--- config.mk ---
export PLATFORM = sky130hd
export DESIGN_NAME = delay_fifo_ctrl
export DESIGN_NICKNAME = d
export VERILOG_FILES = /design/src/rtl/delay_fifo_ctrl.sv
export SDC_FILE = /design/constraint.sdc
export NUM_CORES = 1
export LEC_CHECK = 0
export ABC_CLOCK_PERIOD_IN_PS = 3100
export BUFFER_PORTS_ARGS = -buffer_cell sky130_fd_sc_hd__buf_2
export CORE_AREA = 2 2 62 64
export DETAILED_ROUTE_END_ITERATION = 8
export DIE_AREA = 0 0 64 66
export GPL_TIMING_DRIVEN = 0
export HOLD_SLACK_MARGIN = 0.02
export PLACE_DENSITY = 0.76
export SLEW_MARGIN = 20
export SYNTH_ARGS = -nofsm -noshare
export SYNTH_HDL_FRONTEND = slang
export SYNTH_SLANG_ARGS = --single-unit
--- constraint.sdc ---
create_clock -name clk -period 3.1 [get_ports clk]
set_input_delay 0.465 -clock clk [delete_from_list [all_inputs] [get_ports clk]]
set_output_delay 0.465 -clock clk [all_outputs]
set_load 0.03 [all_outputs]
--- src/rtl/delay_fifo_ctrl.sv ---
// rtl/delay_fifo_ctrl.sv - flush/pre-fill/run sequencer for a 1-bit pulse delay FIFO
module delay_fifo_ctrl #(
  parameter int MAX_DELAY    = 1024,
  parameter int DELAY_WIDTH  = $clog2(MAX_DELAY + 1),
  parameter int FLUSH_CYCLES = 4
) (
  input  logic                   clk,
  input  logic                   rst,
  input  logic                   enable,
  input  logic [DELAY_WIDTH-1:0] delay_cfg,
  input  logic                   cfg_load,
  input  logic                   clear_flags,
  input  logic                   fifo_full,
  input  logic                   fifo_empty,
  output logic                   fifo_rst,
  output logic                   fifo_wr_en,
  output logic                   fifo_rd_en,
  output logic                   running,
  output logic [1:0]             state_o,
  output logic                   overflow,
  output logic                   underflow
);

  typedef enum logic [1:0] {
    S_IDLE  = 2'd0,
    S_FLUSH = 2'd1,
    S_FILL  = 2'd2,
    S_RUN   = 2'd3
  } state_t;

  localparam logic [DELAY_WIDTH-1:0] LP_MAX_DELAY  = DELAY_WIDTH'(MAX_DELAY);
  localparam logic [DELAY_WIDTH-1:0] LP_FLUSH_LAST = DELAY_WIDTH'(FLUSH_CYCLES - 1);
  localparam logic [DELAY_WIDTH-1:0] LP_ONE        = DELAY_WIDTH'(1);

  state_t                 r_state;
  logic [DELAY_WIDTH-1:0] r_delay_q;
  logic [DELAY_WIDTH-1:0] r_fill_cnt;
  logic                   r_overflow;
  logic                   r_underflow;

  logic [DELAY_WIDTH-1:0] w_delay_clamped;
  logic [DELAY_WIDTH-1:0] w_fill_last;
  logic                   w_enter_flush;
  logic                   w_flag_clr;
  logic                   w_ovf_set;
  logic                   w_unf_set;
  logic                   w_wr_phase;

  // A zero delay is meaningless for a FIFO, so it is treated as one cycle
  always_comb begin
    w_delay_clamped = delay_cfg;
    if (delay_cfg == '0) begin
      w_delay_clamped = LP_ONE;
    end else if (delay_cfg > LP_MAX_DELAY) begin
      w_delay_clamped = LP_MAX_DELAY;
    end
  end

  assign w_fill_last   = r_delay_q - LP_ONE;
  assign w_wr_phase    = (r_state == S_FILL) || (r_state == S_RUN);
  // IDLE with enable, or a reload strobe in any active state, restarts the flush
  assign w_enter_flush = enable && ((r_state == S_IDLE) || cfg_load);
  assign w_flag_clr    = clear_flags || w_enter_flush;
  assign w_ovf_set     = w_wr_phase && fifo_full;
  assign w_unf_set     = (r_state == S_RUN) && fifo_empty;

  // Sequencer: IDLE -> FLUSH -> FILL -> RUN, with enable/cfg_load overrides
  always_ff @(posedge clk or posedge rst) begin
    if (rst) begin
      r_state    <= S_IDLE;
      r_delay_q  <= '0;
      r_fill_cnt <= '0;
    end else if (!enable) begin
      r_state    <= S_IDLE;
      r_fill_cnt <= '0;
    end else if (w_enter_flush) begin
      r_state    <= S_FLUSH;
      r_delay_q  <= w_delay_clamped;
      r_fill_cnt <= '0;
    end else begin
      case (r_state)
        S_FLUSH: begin
          if (r_fill_cnt == LP_FLUSH_LAST) begin
            r_state    <= S_FILL;
            r_fill_cnt <= '0;
          end else begin
            r_fill_cnt <= r_fill_cnt + LP_ONE;
          end
        end
        S_FILL: begin
          // Leaving on delay_q-1 keeps the counter below MAX_DELAY and gives delay_q writes
          if (r_fill_cnt == w_fill_last) begin
            r_state <= S_RUN;
          end else begin
            r_fill_cnt <= r_fill_cnt + LP_ONE;
          end
        end
        default: begin
          r_state <= r_state;
        end
      endcase
    end
  end

  // Sticky error flags; a new error in the same cycle as a clear keeps the flag set
  always_ff @(posedge clk or posedge rst) begin
    if (rst) begin
      r_overflow  <= 1'b0;
      r_underflow <= 1'b0;
    end else begin
      r_overflow  <= w_ovf_set || (r_overflow && !w_flag_clr);
      r_underflow <= w_unf_set || (r_underflow && !w_flag_clr);
    end
  end

  assign fifo_rst   = (r_state == S_IDLE) || (r_state == S_FLUSH);
  assign fifo_wr_en = w_wr_phase && !fifo_full;
  assign fifo_rd_en = (r_state == S_RUN) && !fifo_empty;
  assign running    = (r_state == S_RUN);
  assign state_o    = r_state;
  assign overflow   = r_overflow;
  assign underflow  = r_underflow;

endmodule

# == Word level (Yosys, flattened, before mapping) ==
# Cells that the tools add are included.
# classes
n_addsub,2
n_div,0
mux,12
n_lt_le_gt_ge,1
n_mul,0
reduce_logical,21
n_shift,0
eq_ne,9
bitwise_logic,0
# op_table
op,n
$mux 11,6
$pmux 11 s2,1
$add 11x1->11 const B,1
$eq 11x11->1,1
$eq 11x2->1 const B,1
$gt 11x11->1 const B,1
$logic_not 11->1,1
$sub 11x1->11 const B,1
$mux 2,4
$ne 4x4->1 const B,2
$logic_and 1x1->1,7
$logic_or 1x1->1,6
$eq 2x2->1 const B,2
$ne 4x1->1 const B,1
$ne 4x3->1 const B,1
$pmux 2 s2,1
$reduce_and 2->1,2
$logic_not 1->1,3
$reduce_and 3->1,1
$eq 2x1->1 const B,1
$logic_not 2->1,1
# word_totals
ram_bits,0
latch_bits,0
reg_bits,26
input_bits,18
out_inout_bits,8
n_memories,0
word_cells,50
mem_bits_ro,0

# == Longest topological paths before layout ==
# Gate-level depths: netlist of the first run.
# logic_depth
depth_word,7
mapped_depth,11

# == Worst setup path after synthesis of the first run ==
# OpenSTA, ideal clock, no wires.
# synth_timing
path_type,reg-to-reg
startpoint,reg r_delay_q[0]
endpoint,reg r_fill_cnt[7]
setup_slack_ns,0.389
synth_period_minus_slack_ns,2.711
setup_time_ns,0.124
required_ns,2.976
t_arrival_ns,2.587
path_stages_with_launch,12
cell_sequence,dfrtp_1 > clkbuf_1 > inv_1 > ha_1 > nor2b_1 > or3_1 > a311o_1 > a31o_2 > o31ai_4 > buf_6 > a21oi_2 > mux2i_1
# synth_via
elab_chain_len,4
# synth_lines
item,line_no,source
"start, declared",36,logic [DELAY_WIDTH-1:0] r_delay_q;
"start signal, assigned",78,r_delay_q <= w_delay_clamped;
$sub 11x1->11,59,assign w_fill_last = r_delay_q - LP_ONE;
$eq 11x11->1,92,if (r_fill_cnt == w_fill_last) begin
$ne 4x4->1 (no source line),-,
$reduce_and 2->1 (no source line),-,
"end signal, assigned",87,r_fill_cnt <= r_fill_cnt + LP_ONE;
"end signal, assigned",95,r_fill_cnt <= r_fill_cnt + LP_ONE;
"end, declared",37,logic [DELAY_WIDTH-1:0] r_fill_cnt;
# Every way passes these cells.
# A chain may end at the register's enable or synchronous reset.

# == Worst setup path in the final report of the first run ==
# layout_timing
startpoint,reg r_delay_q[0]
endpoint,reg r_fill_cnt[3]
# The elaborated chain is that of the path after synthesis.

==> results of run 1 <==
## cell usage after synthesis (4+ instances only)
| cell type | n | area share |
|---|---|---|
| nand2_1 | 26 | 0.051 |
| inv_1 | 10 | 0.020 |
| o21ai_0 | 12 | 0.032 |
| nor3_1 | 4 | 0.011 |
| and3_1 | 4 | 0.013 |
| a2111o_1 | 6 | 0.036 |
| o21ai_1 | 4 | 0.011 |
| nand3_1 | 9 | 0.024 |
| dfrtp_1 | 26 | 0.34 |
| xnor2_1 | 4 | 0.018 |
| ha_1 | 6 | 0.039 |
| a21oi_1 | 14 | 0.037 |
| nand2b_1 | 10 | 0.033 |
| clkbuf_1 | 4 | 0.0079 |
| a22o_1 | 4 | 0.018 |
| nor2_1 | 10 | 0.020 |
| nor2b_1 | 4 | 0.013 |
| nor4_1 | 6 | 0.020 |
| xor2_1 | 4 | 0.018 |
## stage by stage
| stage | hold WS (ps) | std cells | total power [mW] |
|---|---|---|---|
| finish | 209 | 295 | 0.829 |
| global route | 256 | 295 | 0.882 |
| CTS | 364 | 294 | 0.824 |
| detailed placement | 476 | 291 | 0.681 |
| global placement | 458 | 291 | 0.675 |
| floorplan | 483 | 218 | 0.611 |
## routing by layer
layer  share of wire  GRT usage
met5               0          0
met4           0.015     0.0707
met3           0.043     0.0170
met2            0.47      0.358
met1            0.47      0.286
## worst max-delay path, delay by kind of cell, from the launching register on
kind / cells / cell delay [ps]
AO/OA/AOI/OAI: 4 / 900
adder cells (fa/ha/maj): 1 / 290
buffers and inverters: 2 / 270
flip-flops: 1 / 490
multiplexers: 1 / 140
AND/OR/NAND/NOR: 2 / 590
## state kept, by name, summed over array words and instances (netlist names)
signal	count
underflow	1
overflow	1
state_o	2
r_delay_q	11
r_fill_cnt	11
## power groups by stage
stage | sequential (mW) | combinational, mW | clock (mW)
after floorplan | 0.396 | 0.215 | 0
after global placement | 0.394 | 0.282 | 0
after detailed placement | 0.396 | 0.285 | 0
after CTS | 0.389 | 0.287 | 0.148
after global routing | 0.396 | 0.323 | 0.163
final | 0.392 | 0.293 | 0.145
## worst max path at each step
| stage | from | to | slack [ps] | cells past startpoint |
|---|---|---|---|---|
| floorplan | r_delay_q[0] | r_fill_cnt[7] | 390 | 11 |
| global placement | r_delay_q[0] | r_fill_cnt[7] | 70 | 11 |
| detailed placement | r_delay_q[0] | r_fill_cnt[7] | 60 | 11 |
| CTS | r_delay_q[0] | r_fill_cnt[7] | 40 | 11 |
| global route | r_delay_q[0] | r_fill_cnt[3] | 120 | 10 |
| finish | r_delay_q[0] | r_fill_cnt[3] | 320 | 10 |
## repair_timing
item	4_1_cts	5_1_grt
setup buffers	0	2
resized for setup	0	0
hold buffers	0	0
hold endpoints to repair	0	0
endpoints found under the setup margin	0	11
## logic make-up (layout without fill, tap and decap cells)
family,Yosys count,in the layout,share of synthesized area
adders and majority gates,7,7,0.0447
xor gates and xnor gates,9,9,0.0487
DFF,26,26,0.342
muxes,3,3,0.0164
AOI/OAI and AO/OA,65,65,0.252
buffers and inverters,18,47,0.0441
and+or+nand+nor,90,90,0.252
## area by class of cell
class	instances	area share
Timing Repair Buffer	27	0.0661
Inverter	10	0.0177
Buffer	7	0.0201
Multi-Input combinational cell	174	0.550
Tap cell	48	0.0283
Sequential cell	26	0.307
Clock buffer	3	0.0106
==> results by group, run 1 <==
Pwr
  – Sw frac: 0.359
  – Psw: 298 uW
  – IR drop worst, VDD: 0.000205 V
  – Sequential power share: 0.472
  – Logic pwr share: 0.353
  – Cell Pwr Density: 391 mW/mm2
  – Leakage: 0.921 nW
  – Cell internal pwr: 532 uW
  – Clock power frac: 0.175

Route
  – Via Count: 1746
  – Routed len/inst: 14.3 um
  – Avg Vias per Cell: 5.92
  – Routed WL: 4200 um
  – Routed Antenna Nets: 0
  – Iter 0 DRT Violations: 107
  – DR pass1 iterations: 4
  – DR DRC count: 0

Clocking
  – Clock Path Buffers: 2
  – CTS Buf Count: 3
  – Clock-pin slew on the worst setup and hold paths: 140 ps
  – H-tree levels: 1
  – CTS tree: done
  – Latest clock arrival within the worst-skew pair: 320 ps
  – Root buf cell: clkbuf_4
  – Clk sink count: 26

Worst setup path
  – Crit end category: flop
  – Worst setup SP type: flop
  – FF-to-FF End: r_fill_cnt[3]
  – Worst r2r src: r_delay_q[0]
  – Slowest cell on crit path: dfrtp_1
  – Crit path max fanout: 7
  – Crit Path Class: reg2reg
  – CP Data Required Time: 3320 ps
  – FF-to-FF path depth: 10
  – Arrival time at the worst endpoint: 3000 ps
  – Largest stage delay on the critical path: 490 ps
  – CP Cell Sequence: inv_1, ha_1, nor2b_1, or3_1, a311o_1, a31o_2, o31ai_4, buf_4, a21boi_1, mux2i_1
  – R2R Setup Slk: 320 ps

Logic synthesis
  – FFs w/ async S/R, synth: 1.00
  – Synthesized area per cell: 8.72 um2
  – YS warnings: 0
  – EDFF count, synth: 0
  – #FFs+latches synth: 26
  – Synth Flop Type: dfrtp_1
  – Cell Area, Synth: 0.00190 mm2
  – Seq/Total Area, Yosys: 0.342
  – Synthesized Nets: 242
  – Cell count after synthesis: 218
  – Post-synthesis cell type count: 55

Cells and area
  – Most frequent cells in the layout: 26 x nand2_1, 26 x buf_2, 26 x dfrtp_1
  – Register area: 651 um2
  – Final net count: 273
  – Fraction of layout cells with a size suffix above 1: 0.174
  – Multi-input logic area: 0.00117 mm2
  – Finished layout cell area: 0.00212 mm2
  – Layout area overhead: 11.5%
  – Antenna diodes: 0
  – Fin util: 0.597
  – Fill cell count: 329

Placement
  – DP HPWL: 3190 um
  – GP Congestion: 0.848
  – Place WS: 63.3 ps
  – IO buf count: 25
  – Placed Area: 0.00209 mm2

Timing
  – RSZ-0062 raised after global routing: false
  – Final hold violations: 0
  – Final Cycle Share: 0.898
  – Slew Viols, Final: 0
  – Crit path time final: 2780 ps
  – Worst Max-Slew Pin Slew: 928 ps
  – Max-slew headroom: 0.378
  – Setup_tns: 0 ps
  – Clk_skew: 1.20 ps
  – Setup ws final: 316 ps
  – Fmax: 0.359 GHz
  – Setup violators final: 0

Global route
  – Largest net degree at the start of global routing: 27
  – Global-route wire length before repair: 7170 um
  – Initial antenna violation count: 0
  – Vias in the first global route: 1623
  – Final global-route overflow total: 0
  – Global-route usage over all layers: 0.212

Run status
  – Outcome: finished clean

Run
  – Maximum capacitance violations: 0

Floorplan
  – Die Width: 64 um
  – DIE AREA: 0.00422 mm2
  – Initial Util: 0.536
  – Die Y: 66 um
  – I/O Pins: 26
  – Core area: 0.00355 mm2
  – # rows: 22

Hold path
  – Worst hold path type: in2async
Note: power is estimated with default switching activity, not from simulation.
==> inputs of run 2 (changes only) <==
--- a/config.mk
+++ b/config.mk
@@ -6,13 +6,12 @@
 export NUM_CORES = 1
 export LEC_CHECK = 0
 export ABC_CLOCK_PERIOD_IN_PS = 3100
-export BUFFER_PORTS_ARGS = -buffer_cell sky130_fd_sc_hd__buf_2
 export CORE_AREA = 2 2 62 64
 export DETAILED_ROUTE_END_ITERATION = 8
 export DIE_AREA = 0 0 64 66
-export GPL_TIMING_DRIVEN = 0
+export DONT_BUFFER_PORTS = 1
 export HOLD_SLACK_MARGIN = 0.02
-export PLACE_DENSITY = 0.76
+export PLACE_DENSITY = 0.7
 export SLEW_MARGIN = 20
 export SYNTH_ARGS = -nofsm -noshare
 export SYNTH_HDL_FRONTEND = slang
==> run 2 against run 1 <==
  * Critical path depth stayed put
  * Power is 7.9% higher
  * Clock power is 64% higher
  * Critical endpoint unchanged
  * Core utilization is 3.7 points lower
  * Count of clock-buffer cells in the layout stayed put
  * Sequential power is 3% higher
  * Maximum frequency is 0.63% higher
  * Flip-flop and latch count stayed put
  * Final cell count is 10% lower
  * Worst hold slack worse by 110 ps
  * Clock skew hardly changed
  * Non-clock buffer count is 31 lower
==> results by group, run 2 (synthesis gave the netlist of run 1 again) <==
Global route
  – Vias in the first global route: 1644
  – Initial antenna violation count: 0
  – Global-route wire length before repair: 7770 um
  – Final global-route overflow total: 0
  – Global-route usage over all layers: 0.234
  – Largest net degree at the start of global routing: 27

Cells and area
  – Most frequent cells in the layout: 26 x nand2_1, 26 x dfrtp_1, 14 x a21oi_1
  – Final net count: 242
  – Finished layout cell area: 0.00199 mm2
  – Multi-input logic area: 0.00117 mm2
  – Fill cell count: 329
  – Fraction of layout cells with a size suffix above 1: 0.0783
  – Layout area overhead: 4.67%
  – Register area: 651 um2
  – Antenna diodes: 0

Worst setup path
  – Crit path max fanout: 18
  – Crit end category: flop
  – Arrival time at the worst endpoint: 3000 ps
  – FF-to-FF End: r_fill_cnt[3]
  – Worst setup SP type: flop
  – R2R Setup Slk: 330 ps
  – FF-to-FF path depth: 10
  – Crit Path Class: reg2reg
  – Worst r2r src: r_delay_q[0]
  – CP Data Required Time: 3340 ps

Pwr
  – IR drop worst, VDD: 0.000175 V
  – Sequential power share: 0.451
  – Clock power frac: 0.266
  – Logic pwr share: 0.283
  – Cell Pwr Density: 450 mW/mm2
  – Sw frac: 0.335
  – Leakage: 0.811 nW
  – Cell internal pwr: 595 uW
  – Psw: 300 uW

Clocking
  – Setup bufs post-CTS: 0
  – Post-CTS Hold Buffers: 0
  – Root buf cell: clkbuf_4
  – Post-CTS sizing: 0
  – H-tree levels: 1
  – Latest clock arrival within the worst-skew pair: 330 ps
  – Clock-pin slew on the worst setup and hold paths: 140 ps
  – CTS Buf Count: 3
  – Clock Path Buffers: 2
  – CTS tree: done
  – Clk sink count: 26

Timing
  – Fmax: 0.361 GHz
  – Setup_tns: 0 ps
  – Worst Max-Slew Pin Slew: 979 ps
  – Final Hold Slack: 98.2 ps
  – Slew Viols, Final: 0
  – Final hold violations: 0
  – Max-slew headroom: 0.343
  – Setup violators final: 0
  – Crit path time final: 2770 ps
  – Clk_skew: 1.61 ps
  – Final Cycle Share: 0.892
  – RSZ-0062 raised after global routing: false

Floorplan
  – Die Y: 66 um
  – Core area: 0.00355 mm2
  – Die Width: 64 um
  – DIE AREA: 0.00422 mm2
  – I/O Pins: 26
  – Initial Util: 0.536
  – # rows: 22

Placement
  – DP HPWL: 3340 um
  – IO buf count: 0
  – Placed Area: 0.00194 mm2
  – GP Congestion: 0.866

Route
  – Avg Vias per Cell: 6.26
  – DR pass1 iterations: 4
  – Routed WL: 4420 um
  – DR DRC count: 0
  – Routed len/inst: 16.7 um
  – Iter 0 DRT Violations: 83
  – Via Count: 1660
  – Routed Antenna Nets: 0

Run
  – Maximum capacitance violations: 0

Hold path
  – Worst hold path type: in2async

Run status
  – Outcome: finished clean
## run 2: worst max-delay path, cell delays in order, from the launching register on
cell and delay [ps]:
dfrtp_1 470, inv_1 70, ha_1 300, nor2b_1 220, or3_1 360, a311o_1 310, a31o_2 260, o31ai_4 210
buf_4 240, a21boi_1 100, mux2i_1 120
## run 2: power groups by stage
stage	sequential, mW	combinational (mW)	clock, mW
2_1_floorplan	0.396	0.215	0
3_3_place_gp	0.408	0.238	0
3_5_place_dp	0.410	0.250	0
4_1_cts	0.403	0.250	0.243
5_1_grt	0.408	0.284	0.253
6_report	0.403	0.253	0.238
## run 2: cell type report
class	count	share of cell area
timing repair buffer	3	0.0113
clock buffer	3	0.0113
inverter	10	0.0189
tap	48	0.0302
clock inverter	1	0.0151
sequential	26	0.327
multi-input combinational	174	0.586
## run 2: worst max path at each step
stage          depth (start not counted)  slack (ps)          from       endpoint
5_1_grt                               10         130  r_delay_q[0]  r_fill_cnt[3]
3_5_place_dp                          10         360  r_delay_q[0]  r_fill_cnt[3]
6_report                              10         330  r_delay_q[0]  r_fill_cnt[3]
4_1_cts                               10         330  r_delay_q[0]  r_fill_cnt[3]
3_3_place_gp                          10         380  r_delay_q[0]  r_fill_cnt[3]
2_1_floorplan                         11         390  r_delay_q[0]  r_fill_cnt[7]
## run 2: layer usage
metal  GRT usage  share of wire
met1       0.303           0.46
met4      0.0734          0.012
met2       0.410           0.49
met3      0.0239          0.039
met5           0              0
## run 2: per-stage QoR
stage                     utilization  total power [mW]  std cells  worst slack [ps]
after floorplan                     -             0.611        218               389
after global placement          0.546             0.645        261               375
after detailed placement        0.546             0.659        261               356
after CTS                       0.561             0.896        265               326
after global routing            0.561             0.945        265               133
final                           0.561             0.895        265               333
